### config.mk
export PLATFORM = sky130hd
export DESIGN_NAME = find_max_driver_flat
export DESIGN_NICKNAME = d
export VERILOG_FILES = /design/src/rtl/find_max_driver_pkg.sv /design/src/rtl/find_max_driver_if.sv /design/src/rtl/find_max_driver_burst_buf.sv /design/src/rtl/find_max_driver.sv /design/src/flat_wrapper.sv
export SDC_FILE = /design/constraint.sdc
export NUM_CORES = 1
export LEC_CHECK = 0
export ABC_CLOCK_PERIOD_IN_PS = 2880
export BUFFER_PORTS_ARGS = -buffer_cell sky130_fd_sc_hd__buf_2
export CAP_MARGIN = 20
export CORE_MARGIN = 1
export CORE_UTILIZATION = 59
export DETAILED_ROUTE_END_ITERATION = 7
export PLACE_DENSITY_LB_ADDON = 0.15
export SKIP_LAST_GASP = 1
export SLEW_MARGIN = 25
export SYNTH_ARGS = -nofsm -noshare
export SYNTH_HDL_FRONTEND = slang
export SYNTH_SLANG_ARGS = --single-unit
### constraint.sdc
create_clock -name clk -period 2.88 [get_ports clk]
set_clock_uncertainty 0.05 [all_clocks]
set_input_delay 0.576 -clock clk [delete_from_list [all_inputs] [get_ports clk]]
set_output_delay 0.576 -clock clk [all_outputs]
set_load 0.03 [all_outputs]
### src/rtl/find_max_driver_pkg.sv
// -----------------------------------------------------------------------------
// find_max_pkg
// Shared definitions for the find_max driver (transmit-side partner of the
// find_max receiver).
//   DW      : sample width, matches the receiver data width
//   state_t : driver FSM states (IDLE / SEND / WAIT)
//   data_t  : one sample / one result word
// -----------------------------------------------------------------------------
package find_max_pkg;

   localparam int DW = 5;

   typedef enum logic [1:0] {
      IDLE = 2'd0,
      SEND = 2'd1,
      WAIT = 2'd2
   } state_t;

   typedef logic [DW-1:0] data_t;

endpackage

### src/rtl/find_max_driver_if.sv
// -----------------------------------------------------------------------------
// find_max_driver_if
// Bundles the driver's loading port, control/status, the transmit stream
// towards the receiver and the receiver's result return path.
//   wr_en/wr_data/wr_full       : sample loading
//   start/busy/done/timeout     : burst control and status
//   tx_data/tx_ena              : enable-framed stream to receiver
//   rx_max/rx_submax/rx_ena     : receiver result and its one-cycle pulse
//   res_max/res_submax          : captured result
//   mismatch                    : only with FIND_MAX_DRIVER_SELFCHECK_EN
// Modports: master = driver side, slave = environment (host + receiver).
// -----------------------------------------------------------------------------
interface find_max_driver_if;
   import find_max_pkg::*;

   logic  wr_en;
   data_t wr_data;
   logic  wr_full;
   logic  start;
   logic  busy;
   data_t tx_data;
   logic  tx_ena;
   data_t rx_max;
   data_t rx_submax;
   logic  rx_ena;
   data_t res_max;
   data_t res_submax;
   logic  done;
   logic  timeout;
`ifdef FIND_MAX_DRIVER_SELFCHECK_EN
   logic  mismatch;

   modport master (
      input  wr_en, wr_data, start, rx_max, rx_submax, rx_ena,
      output wr_full, busy, tx_data, tx_ena, res_max, res_submax, done,
             timeout, mismatch
   );

   modport slave (
      output wr_en, wr_data, start, rx_max, rx_submax, rx_ena,
      input  wr_full, busy, tx_data, tx_ena, res_max, res_submax, done,
             timeout, mismatch
   );
`else
   modport master (
      input  wr_en, wr_data, start, rx_max, rx_submax, rx_ena,
      output wr_full, busy, tx_data, tx_ena, res_max, res_submax, done,
             timeout
   );

   modport slave (
      output wr_en, wr_data, start, rx_max, rx_submax, rx_ena,
      input  wr_full, busy, tx_data, tx_ena, res_max, res_submax, done,
             timeout
   );
`endif

endinterface

### src/rtl/find_max_driver_burst_buf.sv
// -----------------------------------------------------------------------------
// find_max_burst_buf
// Small sample buffer for one burst. Samples are appended at index count;
// the whole buffer is emptied with clr once a burst completes.
// Ports:
//   clk, rst  : clock, asynchronous active-high reset (count only)
//   wr_en     : write request (already qualified by the FSM state)
//   wr_data   : sample to append
//   clr       : empty the buffer (count -> 0)
//   rd_addr   : read address, sampled every clock
//   rd_data   : registered read data
//   wr_ack    : the write request is accepted this cycle
//   count     : number of stored samples (0..DEPTH)
//   full      : count == DEPTH
// -----------------------------------------------------------------------------
module find_max_burst_buf
   import find_max_pkg::*;
#(
   parameter int DEPTH = 16
) (
   input  logic                     clk,
   input  logic                     rst,
   input  logic                     wr_en,
   input  data_t                    wr_data,
   input  logic                     clr,
   input  logic [$clog2(DEPTH)-1:0] rd_addr,
   output data_t                    rd_data,
   output logic                     wr_ack,
   output logic [$clog2(DEPTH):0]   count,
   output logic                     full
);

   localparam int AW = $clog2(DEPTH);
   localparam int CW = AW + 1;

   data_t          mem [DEPTH];
   data_t          rd_data_reg;
   logic [CW-1:0]  count_reg;
   logic [AW-1:0]  wr_addr;

   assign wr_addr = count_reg[AW-1:0];
   assign full    = (count_reg == CW'(DEPTH));
   assign wr_ack  = wr_en && !full;
   assign count   = count_reg;
   assign rd_data = rd_data_reg;

   always_ff @(posedge clk or posedge rst) begin
      if (rst) begin
         count_reg <= '0;
      end else if (clr) begin
         count_reg <= '0;
      end else if (wr_ack) begin
         count_reg <= count_reg + CW'(1);
      end
   end

   // Storage is not reset. Write-first forwarding covers a start that
   // coincides with the very write landing on the first read address.
   always_ff @(posedge clk) begin
      if (wr_ack) begin
         mem[wr_addr] <= wr_data;
      end
      if (wr_ack && (wr_addr == rd_addr)) begin
         rd_data_reg <= wr_data;
      end else begin
         rd_data_reg <= mem[rd_addr];
      end
   end

endmodule

### src/rtl/find_max_driver.sv
// -----------------------------------------------------------------------------
// find_max_driver
// Loads a burst of samples, streams them to the find_max receiver as one
// contiguous tx_ena-framed run, then waits for the receiver's result pulse
// and captures max/submax (done), or gives up after TIMEOUT WAIT cycles
// (done + sticky timeout).
// Ports:
//   clk  : single clock, rising edge
//   rst  : asynchronous active-high reset
//   bus  : find_max_driver_if.master (load, control, stream, result)
// Parameters:
//   DEPTH   : buffer entries / maximum burst length (power of two, >= 2)
//   TIMEOUT : WAIT cycles allowed before a timeout (>= 3)
// Optional build macro FIND_MAX_DRIVER_SELFCHECK_EN adds a shadow of the
// receiver's max/submax rule and a sticky bus.mismatch flag raised when a
// captured result differs from the shadow.
// -----------------------------------------------------------------------------
module find_max_driver
   import find_max_pkg::*;
#(
   parameter int DEPTH   = 16,
   parameter int TIMEOUT = 8
) (
   input  logic               clk,
   input  logic               rst,
   find_max_driver_if.master  bus
);

   localparam int AW = $clog2(DEPTH);
   localparam int CW = AW + 1;
   localparam int TW = $clog2(TIMEOUT);

   state_t         state_reg, state_next;
   logic [AW-1:0]  rd_ptr_reg, rd_ptr_next;
   logic [TW-1:0]  wait_reg, wait_next;
   logic           tx_ena_reg, tx_ena_next;
   logic           done_reg, done_next;
   logic           timeout_reg, timeout_next;
   data_t          res_max_reg, res_max_next;
   data_t          res_submax_reg, res_submax_next;

   logic           wr_req;
   logic           wr_ack;
   logic           clr;
   logic           full;
   logic [CW-1:0]  count;
   data_t          rd_data;
   data_t          tx_data;
   logic           start_ok;
   logic           last;
   logic           capture;

   // Loading is only possible while idle.
   assign wr_req = bus.wr_en && (state_reg == IDLE);

   find_max_burst_buf #(
      .DEPTH (DEPTH)
   ) u_buf (
      .clk     (clk),
      .rst     (rst),
      .wr_en   (wr_req),
      .wr_data (bus.wr_data),
      .clr     (clr),
      .rd_addr (rd_ptr_next),
      .rd_data (rd_data),
      .wr_ack  (wr_ack),
      .count   (count),
      .full    (full)
   );

   // A write accepted in the same cycle as start already counts toward the
   // burst, so an empty buffer plus coincident write still starts.
   assign start_ok = (state_reg == IDLE) && bus.start && ((count != '0) || wr_ack);
   assign last     = ({1'b0, rd_ptr_reg} == (count - CW'(1)));
   assign capture  = (state_reg == WAIT) && bus.rx_ena;

   always_comb begin
      state_next      = state_reg;
      rd_ptr_next     = rd_ptr_reg;
      wait_next       = wait_reg;
      tx_ena_next     = tx_ena_reg;
      done_next       = 1'b0;
      timeout_next    = timeout_reg;
      res_max_next    = res_max_reg;
      res_submax_next = res_submax_reg;
      clr             = 1'b0;

      case (state_reg)
         IDLE: begin
            if (start_ok) begin
               state_next   = SEND;
               rd_ptr_next  = '0;
               tx_ena_next  = 1'b1;
               timeout_next = 1'b0;
            end
         end
         SEND: begin
            // rd_ptr_reg is the sample on the wire this cycle; the buffer
            // fetches rd_ptr_next for the following cycle.
            if (last) begin
               state_next  = WAIT;
               tx_ena_next = 1'b0;
               wait_next   = '0;
            end else begin
               rd_ptr_next = rd_ptr_reg + AW'(1);
            end
         end
         WAIT: begin
            if (capture) begin
               res_max_next    = bus.rx_max;
               res_submax_next = bus.rx_submax;
               done_next       = 1'b1;
               clr             = 1'b1;
               state_next      = IDLE;
            end else if (wait_reg == TW'(TIMEOUT - 1)) begin
               done_next    = 1'b1;
               timeout_next = 1'b1;
               clr          = 1'b1;
               state_next   = IDLE;
            end else begin
               wait_next = wait_reg + TW'(1);
            end
         end
         default: begin
            state_next  = IDLE;
            tx_ena_next = 1'b0;
         end
      endcase
   end

   always_ff @(posedge clk or posedge rst) begin
      if (rst) begin
         state_reg      <= IDLE;
         rd_ptr_reg     <= '0;
         wait_reg       <= '0;
         tx_ena_reg     <= 1'b0;
         done_reg       <= 1'b0;
         timeout_reg    <= 1'b0;
         res_max_reg    <= '0;
         res_submax_reg <= '0;
      end else begin
         state_reg      <= state_next;
         rd_ptr_reg     <= rd_ptr_next;
         wait_reg       <= wait_next;
         tx_ena_reg     <= tx_ena_next;
         done_reg       <= done_next;
         timeout_reg    <= timeout_next;
         res_max_reg    <= res_max_next;
         res_submax_reg <= res_submax_next;
      end
   end

   // Gating with tx_ena keeps the stream at zero outside the frame and makes
   // it fall to zero together with tx_ena on an asynchronous reset.
   assign tx_data        = tx_ena_reg ? rd_data : '0;

   assign bus.tx_data    = tx_data;
   assign bus.tx_ena     = tx_ena_reg;
   assign bus.wr_full    = full;
   assign bus.busy       = (state_reg != IDLE);
   assign bus.done       = done_reg;
   assign bus.timeout    = timeout_reg;
   assign bus.res_max    = res_max_reg;
   assign bus.res_submax = res_submax_reg;

`ifdef FIND_MAX_DRIVER_SELFCHECK_EN
   data_t ref_max_reg, ref_max_next;
   data_t ref_submax_reg, ref_submax_next;
   logic  mismatch_reg, mismatch_next;

   // Same update rule as the receiver: only a strictly larger sample moves
   // the old max down into submax; anything else leaves both untouched.
   always_comb begin
      ref_max_next    = ref_max_reg;
      ref_submax_next = ref_submax_reg;
      mismatch_next   = mismatch_reg;
      if (tx_ena_reg && (tx_data > ref_max_reg)) begin
         ref_submax_next = ref_max_reg;
         ref_max_next    = tx_data;
      end
      if (capture && ((bus.rx_max != ref_max_reg) || (bus.rx_submax != ref_submax_reg))) begin
         mismatch_next = 1'b1;
      end
   end

   always_ff @(posedge clk or posedge rst) begin
      if (rst) begin
         ref_max_reg    <= '0;
         ref_submax_reg <= '0;
         mismatch_reg   <= 1'b0;
      end else begin
         ref_max_reg    <= ref_max_next;
         ref_submax_reg <= ref_submax_next;
         mismatch_reg   <= mismatch_next;
      end
   end

   assign bus.mismatch = mismatch_reg;
`endif

endmodule

### src/flat_wrapper.sv
// flat-port wrapper written by rule: the top's interface ports become plain ports
module find_max_driver_flat import find_max_pkg::*;
#(
   parameter int DEPTH   = 16,
   parameter int TIMEOUT = 8
)
  (clk, rst, bus_wr_en, bus_wr_data, bus_start, bus_rx_max, bus_rx_submax, bus_rx_ena, bus_wr_full, bus_busy, bus_tx_data, bus_tx_ena, bus_res_max, bus_res_submax, bus_done, bus_timeout);
  find_max_driver_if bus_i ();
  input  logic clk;
  input  logic rst;
  input wire logic [$bits(bus_i.wr_en)-1:0] bus_wr_en;
  input wire logic [$bits(bus_i.wr_data)-1:0] bus_wr_data;
  input wire logic [$bits(bus_i.start)-1:0] bus_start;
  input wire logic [$bits(bus_i.rx_max)-1:0] bus_rx_max;
  input wire logic [$bits(bus_i.rx_submax)-1:0] bus_rx_submax;
  input wire logic [$bits(bus_i.rx_ena)-1:0] bus_rx_ena;
  output wire logic [$bits(bus_i.wr_full)-1:0] bus_wr_full;
  output wire logic [$bits(bus_i.busy)-1:0] bus_busy;
  output wire logic [$bits(bus_i.tx_data)-1:0] bus_tx_data;
  output wire logic [$bits(bus_i.tx_ena)-1:0] bus_tx_ena;
  output wire logic [$bits(bus_i.res_max)-1:0] bus_res_max;
  output wire logic [$bits(bus_i.res_submax)-1:0] bus_res_submax;
  output wire logic [$bits(bus_i.done)-1:0] bus_done;
  output wire logic [$bits(bus_i.timeout)-1:0] bus_timeout;
  assign bus_i.wr_en = bus_wr_en;
  assign bus_i.wr_data = bus_wr_data;
  assign bus_i.start = bus_start;
  assign bus_i.rx_max = bus_rx_max;
  assign bus_i.rx_submax = bus_rx_submax;
  assign bus_i.rx_ena = bus_rx_ena;
  assign bus_wr_full = bus_i.wr_full;
  assign bus_busy = bus_i.busy;
  assign bus_tx_data = bus_i.tx_data;
  assign bus_tx_ena = bus_i.tx_ena;
  assign bus_res_max = bus_i.res_max;
  assign bus_res_submax = bus_i.res_submax;
  assign bus_done = bus_i.done;
  assign bus_timeout = bus_i.timeout;
  find_max_driver #(.DEPTH(DEPTH), .TIMEOUT(TIMEOUT)) u_core (.clk(clk), .rst(rst), .bus(bus_i));
endmodule
After elaboration in Yosys (flattened, before gate mapping)
Memories as Yosys holds them, arrays and structs flattened. A register that Yosys moved wholly into a read port is not among the register bits.
Cells that the tools add are included.
{"block": "word_totals", "reg_bits": 27, "mem_bits_rw": 80, "input_bits": 20, "output_inout_bits": 20, "n_memories": 1}
{"block": "classes", "add_sub_neg": 4, "eq_ne": 11, "muxes": 27, "bitwise": 1, "reduce_logical": 18}
{"name": "u_core.u_buf.mem", "words": 16, "width": 5, "rd": 1, "rd_clocked_by_memory_dff": 1, "write_ports": 1, "line_no": "find_max_driver_burst_buf.sv:36", "source": "data_t mem [DEPTH];"}
{"op": "5-bit 2-to-1 mux", "count": 3}
{"op": "1-bit 2-to-1 mux", "count": 10}
{"op": "3-bit 2-to-1 mux", "count": 3}
{"op": "2-bit 2-to-1 mux", "count": 4}
{"op": "4-bit 2-to-1 mux", "count": 2}
{"op": "4-bit case mux with 2 select lines", "count": 1}
{"op": "4-bit AND reduction", "count": 2}
{"op": "2-bit nonzero test", "count": 4}
{"op": "2-bit != test (second input constant)", "count": 3}
{"op": "2-bit case mux with 3 select lines", "count": 1}
{"op": "3-bit case mux with 2 select lines", "count": 1}
{"op": "3-bit AND reduction", "count": 2}
{"op": "5-bit by 1-bit adder with 5-bit output (second input constant)", "count": 1}
{"op": "4-bit by 5-bit == test with 1-bit output", "count": 1}
{"op": "5-bit == test (second input constant)", "count": 1}
{"op": "1-bit logical AND", "count": 5}
{"op": "5-bit nonzero test", "count": 1}
{"op": "5-bit by 1-bit subtractor with 5-bit output (second input constant)", "count": 1}
{"op": "4-bit by 1-bit adder with 4-bit output (second input constant)", "count": 1}
{"op": "2-bit by 1-bit != test with 1-bit output (second input constant)", "count": 2}
{"op": "3-bit by 1-bit adder with 3-bit output (second input constant)", "count": 1}
{"op": "3-bit == test (second input constant)", "count": 1}
{"op": "3-bit by 2-bit != test with 1-bit output (second input constant)", "count": 1}
{"op": "1-bit case mux with 3 select lines", "count": 1}
{"op": "8 further kinds", "count": 8}

Logic depth before layout (Yosys ltp)
Gate-level depths: netlist (run 1).
{"block": "depth", "ltp_word": 7, "ltp_mapped": 8, "mapped_depth_nobuf": 7}

Modules after synthesis
A second synthesis (run 1) with hierarchy kept.
{"block": "unflattened", "cells_unflattened": 289, "area_unflattened_um2": 4616.9}
{"mod": "find_max_burst_buf", "n_inst": 1, "cells_each": 188, "area_each_um2": 3495.9, "seq_area_each_um2": 2607.5}
{"mod": "find_max_driver", "n_inst": 1, "cells_each": 101, "area_each_um2": 1121.1, "seq_area_each_um2": 550.5}

Least setup slack after synthesis (run 1)
Ideal clock, no wire load.
{"block": "synth_path", "path_type": "register to register", "startpoint": "register u_core.u_buf.count_reg[0] (netlist: u_core.u_buf.count[0])", "endpoint": "memory u_core.u_buf.mem[1][0] in the netlist's numbering, enable pin", "setup_ns": 0.374, "arrival_time_ns": 1.963, "t_required_ns": 2.456, "slack_ns": 0.494, "path_stages_with_launch": 7, "n_path_buf": 0, "period_less_slack_ns": 2.386, "path_cell_list": "dfrtp_1 > inv_1 > ha_1 > and4bb_2 > nor3_4 > nand2_1 > nor3_1"}
{"block": "synth_via", "elab_chain_len": 5}
{"item": "start: declaration", "line_no": "find_max_driver_burst_buf.sv:38", "source": "logic [CW-1:0] count_reg;"}
{"item": "start signal: assignment", "line_no": "find_max_driver_burst_buf.sv:53", "source": "count_reg <= count_reg + CW'(1);"}
{"item": "5-bit == test", "line_no": "find_max_driver_burst_buf.sv:42", "source": "assign full = (count_reg == CW'(DEPTH));"}
{"item": "named net bus_wr_full", "line_no": "flat_wrapper.sv:17", "source": "output wire logic [$bits(bus_i.wr_full)-1:0] bus_wr_full;"}
{"item": "1-bit zero test", "line_no": "find_max_driver_burst_buf.sv:43", "source": "assign wr_ack = wr_en && !full;"}
{"item": "1-bit logical AND", "line_no": "find_max_driver_burst_buf.sv:43"}
{"item": "1-bit 2-to-1 mux", "line_no": "find_max_driver_burst_buf.sv:60", "source": "if (wr_ack) begin"}
{"item": "1-bit 2-to-1 mux (not written as such)", "line_no": "find_max_driver_burst_buf.sv:61", "source": "mem[wr_addr] <= wr_data;"}
{"item": "end: declaration", "line_no": "find_max_driver_burst_buf.sv:36"}
The timed path passes the listed nets, and every way through them passes these cells.

==> results of run 1 <==
==> layout make-up <==
type	count	area [um^2]
sequential	111	3160
fill	514	2110
multi-input combinational	143	1370
timing repair buffer	59	444
clock buffer	11	131
tap	99	124
clock inverter	5	43.8
inverter	7	26.3
==> repair_timing <==
action                     4_1_cts  5_1_grt
setup endpoints to repair        5        5
gates resized for setup          6       26
gates cloned                     1        2
==> layer usage <==
layer  wire length [um]  track usage, %
met1               3660            30.3
met2               4440            37.0
met3                502            3.03
met4                124            10.3
met5                  0               0
==> worst max-delay path, cell delays in order, from the launching register on <==
cell	delay [ns]
dfxtp_4	0.44
buf_12	0.15
mux4_1	0.55
mux4_2	0.50
and2_4	0.18
buf_6	0.13
==> power groups by stage <==
| stage | Clock [uW] | Combinational, uW | Sequential (uW) |
|---|---|---|---|
| after floorplan | 0 | 1260 | 2270 |
| after global placement | 0 | 1710 | 2230 |
| after detailed placement | 0 | 1750 | 2240 |
| after CTS | 850 | 1810 | 2220 |
| after global routing | 909 | 2160 | 2280 |
| final | 831 | 2000 | 2240 |
==> cell usage in the layout (no fill, tap or decap), types with 3 or more instances in the layout <==
cell / count
xor2_1: 3
o21ai_0: 6
and2_4: 5
clkbuf_8: 9
inv_1: 7
buf_2: 34
a21oi_1: 6
mux2_2: 10
mux4_2: 21
edfxtp_1: 80
dfrtp_1: 27
buf_6: 5
xnor2_1: 4
nor3_1: 6
nand2b_1: 5
nor2_1: 26
nand2_1: 16
mux4_1: 4
ha_1: 7
buf_4: 16
==> kinds of logic (layout without fill, tap and decap cells) <==
group	after synthesis	in the layout	share of synthesized area, %
AOI/OAI and AO/OA	23	23	3.43
xor gates and xnor gates	7	7	1.32
adders and majority gates	7	7	1.89
buffers and inverters	17	82	1.84
DFF	111	111	68.1
muxes	37	37	16.1
and+or+nand+nor	69	69	7.29
==> stage by stage <==
| step | instances | utilization (%) | area [um^2] |
|---|---|---|---|
| 2_1_floorplan | 271 | - | 4640 |
| 3_3_place_gp | 416 | 68.0 | 5040 |
| 3_5_place_dp | 416 | 68.0 | 5040 |
| 4_1_cts | 433 | 70.8 | 5250 |
| 5_1_grt | 435 | 71.6 | 5300 |
| 6_report | 435 | 71.6 | 5300 |
==> path summary, 6_finish.rpt <==
path	start	end	slack [ns]	depth (start not counted)
hold / removal	rst	u_core.bus.res_max[4]	0.21	3
setup / recovery	register	bus_tx_data[1]	-0.05	5
setup reg to reg	u_core.u_buf.count[1]	u_core.u_buf.mem[10][4]	0.47	6
min in group clk	bus_rx_submax[0]	u_core.bus.res_submax[0]	0.39	2
hold reg to reg	u_core.wait_reg[0]	u_core.wait_reg[0]	0.45	1
max in group asynchronous	rst	u_core.rd_ptr_reg[3]	2.29	3
==> flow_summary.json, run 1 <==
{
  "async_flop_share_pct": 24.3,
  "dieArea_um2": 8220,
  "timing.final.hold_violations": 0,
  "largest_register_ffs": 80,
  "crit_path_end_kind": "primary output",
  "path_class": "reg -> out",
  "period_share_pct": 102,
  "syn-num-nets": 298,
  "slew_viol_final": 0,
  "post-place-ws_ns": 0.292,
  "post-route-min-period_ns": 2.93,
  "yosysMostFrequentCell": "edfxtp_1",
  "cts_tree": "built",
  "finalSetupViolCount": 5,
  "power_frac_comb_pct": 39.4,
  "synth_area_um2": 4640,
  "rows": 31,
  "p_total_uw": 5070,
  "num_vias": 2518,
  "hold_buffers": 0,
  "first_pass_iters": 4,
  "sequentialPowerShare_pct": 44.2,
  "clockBufferDepth": 2,
  "drive_gt1_share_pct": 35.1,
  "max_freq_ghz": 0.342,
  "crit_required_ns": 2.25,
  "synthCells": 271,
  "ant_nets": 0,
  "synth_area_leaders": "edfxtp_1 52%, dfrtp_1 15%, mux4_1 7.9%",
  "core_area_um2": 7410,
  "clkLatencyLatePin_ns": 0.36,
  "synthToLayoutAreaGrowth_pct": 14.3,
  "nets": 358,
  "ys_seq_area_share_pct": 68.1,
  "clkPwrFrac_pct": 16.4,
  "p_int_uw": 3290,
  "power_switching_uw": 1780,
  "arrival_ns": 2.30,
  "hold_slack_ns": 0.209,
  "grt_start_max_net_pins": 28,
  "num_antenna_cells": 0,
  "first_iter_violations": 183,
  "globalplace.congestion": 0.761,
  "io-pin-count": 40,
  "grt_overflow": 0,
  "drc": 0,
  "synth_warnings": 0,
  "antenna_found_initial": 0,
  "critPathLaunchType": "register",
  "synth.largest_area_cell": "edfxtp_1",
  "cts_max_level": 3,
  "hold_class": "in -> async",
  "ys_ff_latch": 111,
  "numCtsBuffers": 9,
  "synthFlopType": "edfxtp_1",
  "cts_setup_buffers": 0,
  "synthDistinctLibCells": 41,
  "dpl.hpwl_mm": 5.79,
  "yosysTopAreaCellShare_pct": 51.8,
  "path_clk_slew_ns": 0.10,
  "routedWlPerCell_um": 20.1,
  "drv_cap": 0,
  "root_buffer": "clkbuf_8",
  "violations": "negative setup slack",
  "switching_share_pct": 35.1,
  "p_leak_uw": 0.00198,
  "synth_edf_count": 80,
  "rsz0062_at_grt": "true",
  "die_h_um": 90.7,
  "die_w_um": 90.7,
  "regMostFlops": "u_core.u_buf.mem",
  "relSlewSlack_pct": 44.4,
  "worst_slack_ns": -0.0466,
  "run_status": "complete, but fails checks",
  "vias_per_cell": 5.79,
  "synth.avg_cell_area_um2": 17.1,
  "crit_fanout": 5,
  "initial_core_util_pct": 62.6,
  "grtUsageTotal_pct": 22.5,
  "io_buffer_count": 39,
  "wirelength_mm": 8.73,
  "grt_pass1_wl_mm": 13.3,
  "clock_sinks": 111,
  "finalSetupTns_ns": -0.0905,
  "peakVddDrop_mv": 0.675,
  "power_density_nw_per_um2": 956,
  "grt_pass1_vias": 2483,
  "worst-slew-pin-transition_ns": 0.827,
  "synth_common_cells": "80 x edfxtp_1, 27 x dfrtp_1, 26 x nor2_1"
}
Power figures use the tool's default switching activity.
==> run 2, diff against run 1 <==
- ABC_AREA: not set -> 1
==> run 2 against run 1 <==
Effect of this change: the run now ends clean; hold slack lost 0.023 ns; routed wire length rose by 17%; design area up 0.64%; first-iteration DRC count up 51%; largest power group unchanged; highest routed layer unchanged.
==> flow_summary.json, run 2 <==
{
  "wirelength_mm": 10.2,
  "max_freq_ghz": 0.375,
  "grt_overflow": 0,
  "drv_cap": 0,
  "arrival_ns": 2.04,
  "cts_tree": "built",
  "synth_common_cells": "82 x nor2_1, 80 x edfxtp_1, 47 x nand2_1",
  "final_common_cell": "nor2_1",
  "crit_fanout": 27,
  "drive_gt1_share_pct": 19.5,
  "power_switching_uw": 2080,
  "grt_pass1_vias": 3175,
  "yosysMostFrequentCell": "nor2_1",
  "grt_start_max_net_pins": 41,
  "synth_area_um2": 4830,
  "regMostFlops": "u_core.u_buf.mem",
  "final_cell_mix": "82 x nor2_1, 80 x edfxtp_1, 47 x nand2_1, 39 x buf_2, 33 x nand3_1",
  "timing.final.hold_violations": 0,
  "peakVddDrop_mv": 0.460,
  "path_clk_slew_ns": 0.10,
  "dpl.cell_count": 562,
  "crit_required_ns": 2.25,
  "p_leak_uw": 0.00220,
  "final.fill_count": 586,
  "root_buffer": "clkbuf_8",
  "num_antenna_cells": 0,
  "p_int_uw": 2940,
  "cts_max_level": 3,
  "synthFlopType": "edfxtp_1",
  "design_area_um2": 5340,
  "first_pass_iters": 6,
  "path_class": "reg -> out",
  "rsz0062_at_grt": "false",
  "synthDistinctLibCells": 31,
  "largest_register_ffs": 80,
  "ant_nets": 0,
  "grt_pass1_wl_mm": 16.4,
  "ys_ff_latch": 111,
  "ys_seq_area_share_pct": 65.4,
  "async_flop_share_pct": 24.3,
  "vias_per_cell": 5.67,
  "initial_core_util_pct": 61.8,
  "clkPwrFrac_pct": 19.5,
  "nets": 498,
  "period_share_pct": 92.5,
  "clock_sinks": 111,
  "power_frac_comb_pct": 38.1,
  "multiInputGateArea_um2": 1500,
  "finalSetupViolCount": 0,
  "die_h_um": 92.5,
  "routedWlPerCell_um": 17.6,
  "run_status": "completed",
  "post-route-min-period_ns": 2.66,
  "syn-num-nets": 458,
  "yosysTopAreaCellShare_pct": 49.8,
  "core_area_um2": 7810,
  "placed_area_um2": 5120,
  "numCtsBuffers": 9,
  "rows": 32,
  "dieArea_um2": 8550,
  "power_density_nw_per_um2": 941,
  "finalSetupTns_ns": 0,
  "synth_area_leaders": "edfxtp_1 50%, dfrtp_1 14%, nor2_1 6.4%",
  "switching_share_pct": 41.5,
  "io-pin-count": 40,
  "synth.largest_area_cell": "edfxtp_1",
  "synth.avg_cell_area_um2": 11.2,
  "synth_warnings": 0,
  "globalplace.congestion": 0.836,
  "clkLatencyLatePin_ns": 0.38,
  "first_iter_violations": 277,
  "cts_setup_buffers": 0,
  "num_vias": 3277,
  "synthCells": 431,
  "relSlewSlack_pct": 52.4,
  "die_w_um": 92.5,
  "critPathLaunchType": "register",
  "sequentialPowerShare_pct": 42.4,
  "finalNonFillerCells": 578,
  "clockBufferDepth": 2,
  "synthToLayoutAreaGrowth_pct": 10.5,
  "grtUsageTotal_pct": 26.1,
  "io_buffer_count": 39,
  "slew_viol_final": 0,
  "dpl.hpwl_mm": 7.10,
  "antenna_found_initial": 0,
  "crit_path_end_kind": "primary output",
  "seq_area_um2": 3160,
  "worst-slew-pin-transition_ns": 0.708,
  "synth_edf_count": 80,
  "drc": 0,
  "hold_class": "in -> async"
}
-- run 2: final timing paths --
check                                    startpoint                        to  slack [ns]  cells past startpoint
min                                             rst           u_core.bus.done        0.19                      3
max reg2reg                   u_core.u_buf.count[0]    u_core.u_buf.mem[5][1]        0.69                      7
max in group asynchronous                       rst        u_core.wait_reg[0]        2.34                      3
max                                        register            bus_tx_data[3]        0.22                      8
min in group clk                      bus_rx_max[3]     u_core.bus.res_max[3]        0.35                      2
min reg2reg                u_core.bus.res_submax[0]  u_core.bus.res_submax[0]        0.44                      1
-- run 2: routing by layer --
metal	routed length, um	global-route usage (%)	vias up	part of all wire, %
li1	-	-	1568	-
met1	4320	35.0	1569	42
met2	5020	43.2	127	49
met3	690	3.53	13	6.8
met4	156	11.1	0	1.5
met5	0	0	-	0
-- run 2: cells by family (layout without fill, tap and decap cells) --
logic type	after synthesis	after routing	synth area share (%)
buffers and inverters	42	87	3.55
muxes	10	10	2.33
and+or+nand+nor	189	189	18.2
AOI/OAI and AO/OA	69	69	8.16
xor gates and xnor gates	3	3	0.544
DFF	111	111	65.4
adders and majority gates	7	7	1.81
-- run 2: layout make-up --
class	count	share of cell area [%]
multi-input combinational	278	28.1
tap	102	2.39
clock buffer	9	2.32
clock inverter	7	1.62
inverter	28	2.06
sequential	111	59.2
timing repair buffer	43	4.29
-- run 2: metrics by stage --
step | utilization (%) | hold WS [ns] | setup slack (ns) | power [uW]
after detailed placement | 65.5 | 0.426 | 0.444 | 4040
after CTS | 68.2 | 0.191 | 0.104 | 5010
after floorplan | - | 0.423 | 0.764 | 3560
after global placement | 65.5 | 0.420 | 0.517 | 3990
after global routing | 68.3 | 0.214 | 0.0423 | 5330
final | 68.3 | 0.187 | 0.216 | 5020
-- run 2: what timing repair did --
item | 4_1_cts | 5_1_grt
resized for setup | 1 | 4
hold buffers | 0 | 0
endpoints found under the setup margin | 3 | 2
pin swaps | 0 | 0
-- run 2: worst max-delay path, cell delays in order, from the launching register on --
cell and delay, ns:
dfxtp_2 0.54, buf_6 0.26, nor2_1 0.07, nor2_1 0.11
o21ai_0 0.11, nand3_1 0.11, nand3_1 0.08, a21oi_1 0.17
buf_2 0.22
-- run 2: power by group through the flow --
| stage | registers, uW | clock network, uW | logic [uW] |
|---|---|---|---|
| 2_1_floorplan | 2140 | 0 | 1420 |
| 3_3_place_gp | 2140 | 0 | 1850 |
| 4_1_cts | 2120 | 986 | 1910 |
| 5_1_grt | 2160 | 1050 | 2120 |
| 6_report | 2130 | 980 | 1910 |
| 3_5_place_dp | 2150 | 0 | 1890 |
==> run 3, diff against run 2 <==
--- a/config.mk
+++ b/config.mk
@@ -11,3 +11,3 @@
 export CAP_MARGIN = 20
-export CORE_MARGIN = 1
+export CORE_MARGIN = 3
 export CORE_UTILIZATION = 59
==> constraint.sdc (replaced) <==
create_clock -name clk -period 2.88 [get_ports clk]
set_clock_uncertainty 0.05 [all_clocks]
set_input_delay 0.144 -clock clk [delete_from_list [all_inputs] [get_ports clk]]
set_output_delay 0.144 -clock clk [all_outputs]
set_load 0.03 [all_outputs]
==> run 3 against run 2 <==
Effect of this change: fmax is 9.0% higher; register-to-register slack better by 0.04 ns; combinational power increased by 2%; total power shrank 0.26%; clock power decreased by 3.1%; critical path depth is 1 lower; count of clock-buffer cells in the layout increased by 2; die area increased by 8.8%; first-iteration DRC count is 24% lower; hold slack worse by 0.087 ns.
==> flow_summary.json, run 3 (same netlist as run 2, synthesis figures left out) <==
{
  "run_status": "completed",
  "postCtsResizedCells": 0,
  "final.fill_count": 591,
  "num_vias": 3333,
  "nets": 508,
  "initial_core_util_pct": 61.5,
  "grt_pass1_vias": 3177,
  "path_clk_slew_ns": 0.10,
  "peakVddDrop_mv": 0.464,
  "cpMostUsedCell": "nand3_1",
  "clkLatencyLatePin_ns": 0.38,
  "dpl.hpwl_mm": 7.16,
  "crit_chain": "buf_4 > inv_2 > o21ai_0 > nand3_1 > nand3_1 > a21oi_1 > buf_2",
  "crit_path_end_kind": "primary output",
  "drc": 0,
  "routedWlPerCell_um": 17.8,
  "crit_required_ns": 2.69,
  "clock_sinks": 111,
  "p_leak_uw": 0.00224,
  "grt_pass1_wl_mm": 16.5,
  "reg2reg_from": "u_core.u_buf.count[0]",
  "numCtsBuffers": 9,
  "drive_gt1_share_pct": 18.5,
  "final_common_cell": "nor2_1",
  "max_freq_ghz": 0.409,
  "timing.final.hold_violations": 0,
  "regMostFlops": "u_core.u_buf.mem",
  "worst-slew-pin-transition_ns": 0.735,
  "vias_per_cell": 5.67,
  "slowest_delay_ns": 0.47,
  "grt_start_max_net_pins": 41,
  "seq_area_um2": 3160,
  "antenna_found_initial": 0,
  "relSlewSlack_pct": 50.6,
  "cts_max_level": 3,
  "grtUsageTotal_pct": 24.2,
  "rows": 32,
  "finalSetupViolCount": 0,
  "die_w_um": 96.5,
  "power_density_nw_per_um2": 922,
  "rsz0062_at_grt": "false",
  "globalplace.congestion": 0.885,
  "post-route-min-period_ns": 2.44,
  "min_from": "bus_start",
  "grt_overflow": 0,
  "final_cell_mix": "82 x nor2_1, 80 x edfxtp_1, 47 x nand2_1, 39 x buf_2, 33 x nand3_1",
  "arrival_ns": 2.25,
  "io_buffer_count": 39,
  "multiInputGateArea_um2": 1500,
  "p_int_uw": 2940,
  "cts_tree": "built",
  "io-pin-count": 40,
  "clkPwrFrac_pct": 19.0,
  "die_h_um": 96.5,
  "switching_share_pct": 41.3,
  "core_area_um2": 7850,
  "power_frac_comb_pct": 39.0,
  "first_pass_iters": 8,
  "hold_slack_ns": 0.0991,
  "clockBufferDepth": 2,
  "largest_register_ffs": 80,
  "fin_util_pct": 69.2,
  "power_switching_uw": 2070,
  "finalSetupTns_ns": 0,
  "critPathLaunchType": "register",
  "crit_fanout": 40,
  "dieArea_um2": 9300,
  "num_antenna_cells": 0,
  "drv_cap": 0,
  "sequentialPowerShare_pct": 42.0,
  "first_iter_violations": 210,
  "wirelength_mm": 10.5,
  "ant_nets": 0,
  "period_share_pct": 84.8,
  "hold_class": "in -> reg",
  "path_class": "reg -> out",
  "root_buffer": "clkbuf_8",
  "cp_slowest_cell": "inv_2",
  "slew_viol_final": 0,
  "synthToLayoutAreaGrowth_pct": 12.4
}
## run 3: critical path: cells and delay by family (launching register included)
kind / cells / cell delay, ns
buffers and inverters: 3 / 0.89
AO/OA/AOI/OAI: 2 / 0.45
flip-flops: 1 / 0.31
AND/OR/NAND/NOR: 2 / 0.22
## run 3: timing repair
| item | in CTS | in global routing |
|---|---|---|
| hold endpoints to repair | 37 | 0 |
| setup buffers | 0 | 0 |
| hold buffers | 11 | 0 |
## run 3: final timing paths
path | end | cells past startpoint | slack (ns)
max | bus_tx_data[4] | 7 | 0.44
min | u_core.bus.tx_ena | 5 | 0.1
max reg2reg | u_core.u_buf.mem[2][0] | 7 | 0.73
min reg2reg | u_core.bus.res_max[2] | 1 | 0.45
max in group asynchronous | u_core.rd_ptr_reg[2] | 3 | 2.10
min in group asynchronous | u_core.bus.res_max[3] | 3 | 0.30
## run 3: metrics by stage
stage	setup WS [ns]	cells	total power [uW]	cell area (um^2)
after global routing	0.279	588	5310	5430
final	0.436	588	5010	5430
after global placement	0.814	561	4000	5110
after floorplan	1.12	431	3560	4830
after detailed placement	0.755	561	4040	5110
after CTS	0.459	588	4990	5430
## run 3: per-layer routing
| metal | GRT usage (%) | routed length, um |
|---|---|---|
| met1 | 32.4 | 4320 |
| met3 | 4.26 | 703 |
| met4 | 10.5 | 300 |
| met5 | 0 | 0 |
| met2 | 39.1 | 5130 |
## run 3: area by class of cell
type / instances / share of cell area, %
Clock buffer: 11 / 3.20
Inverter: 28 / 1.98
Multi-Input combinational cell: 278 / 27.6
Clock inverter: 5 / 0.645
Tap cell: 102 / 2.35
Sequential cell: 111 / 58.2
Timing Repair Buffer: 53 / 6.04
## run 3: power groups by stage
stage / registers, uW / clock network [uW] / logic [uW]
floorplan: 2140 / 0 / 1420
global placement: 2130 / 0 / 1880
detailed placement: 2130 / 0 / 1910
CTS: 2100 / 955 / 1930
global route: 2130 / 1020 / 2160
finish: 2100 / 950 / 1950
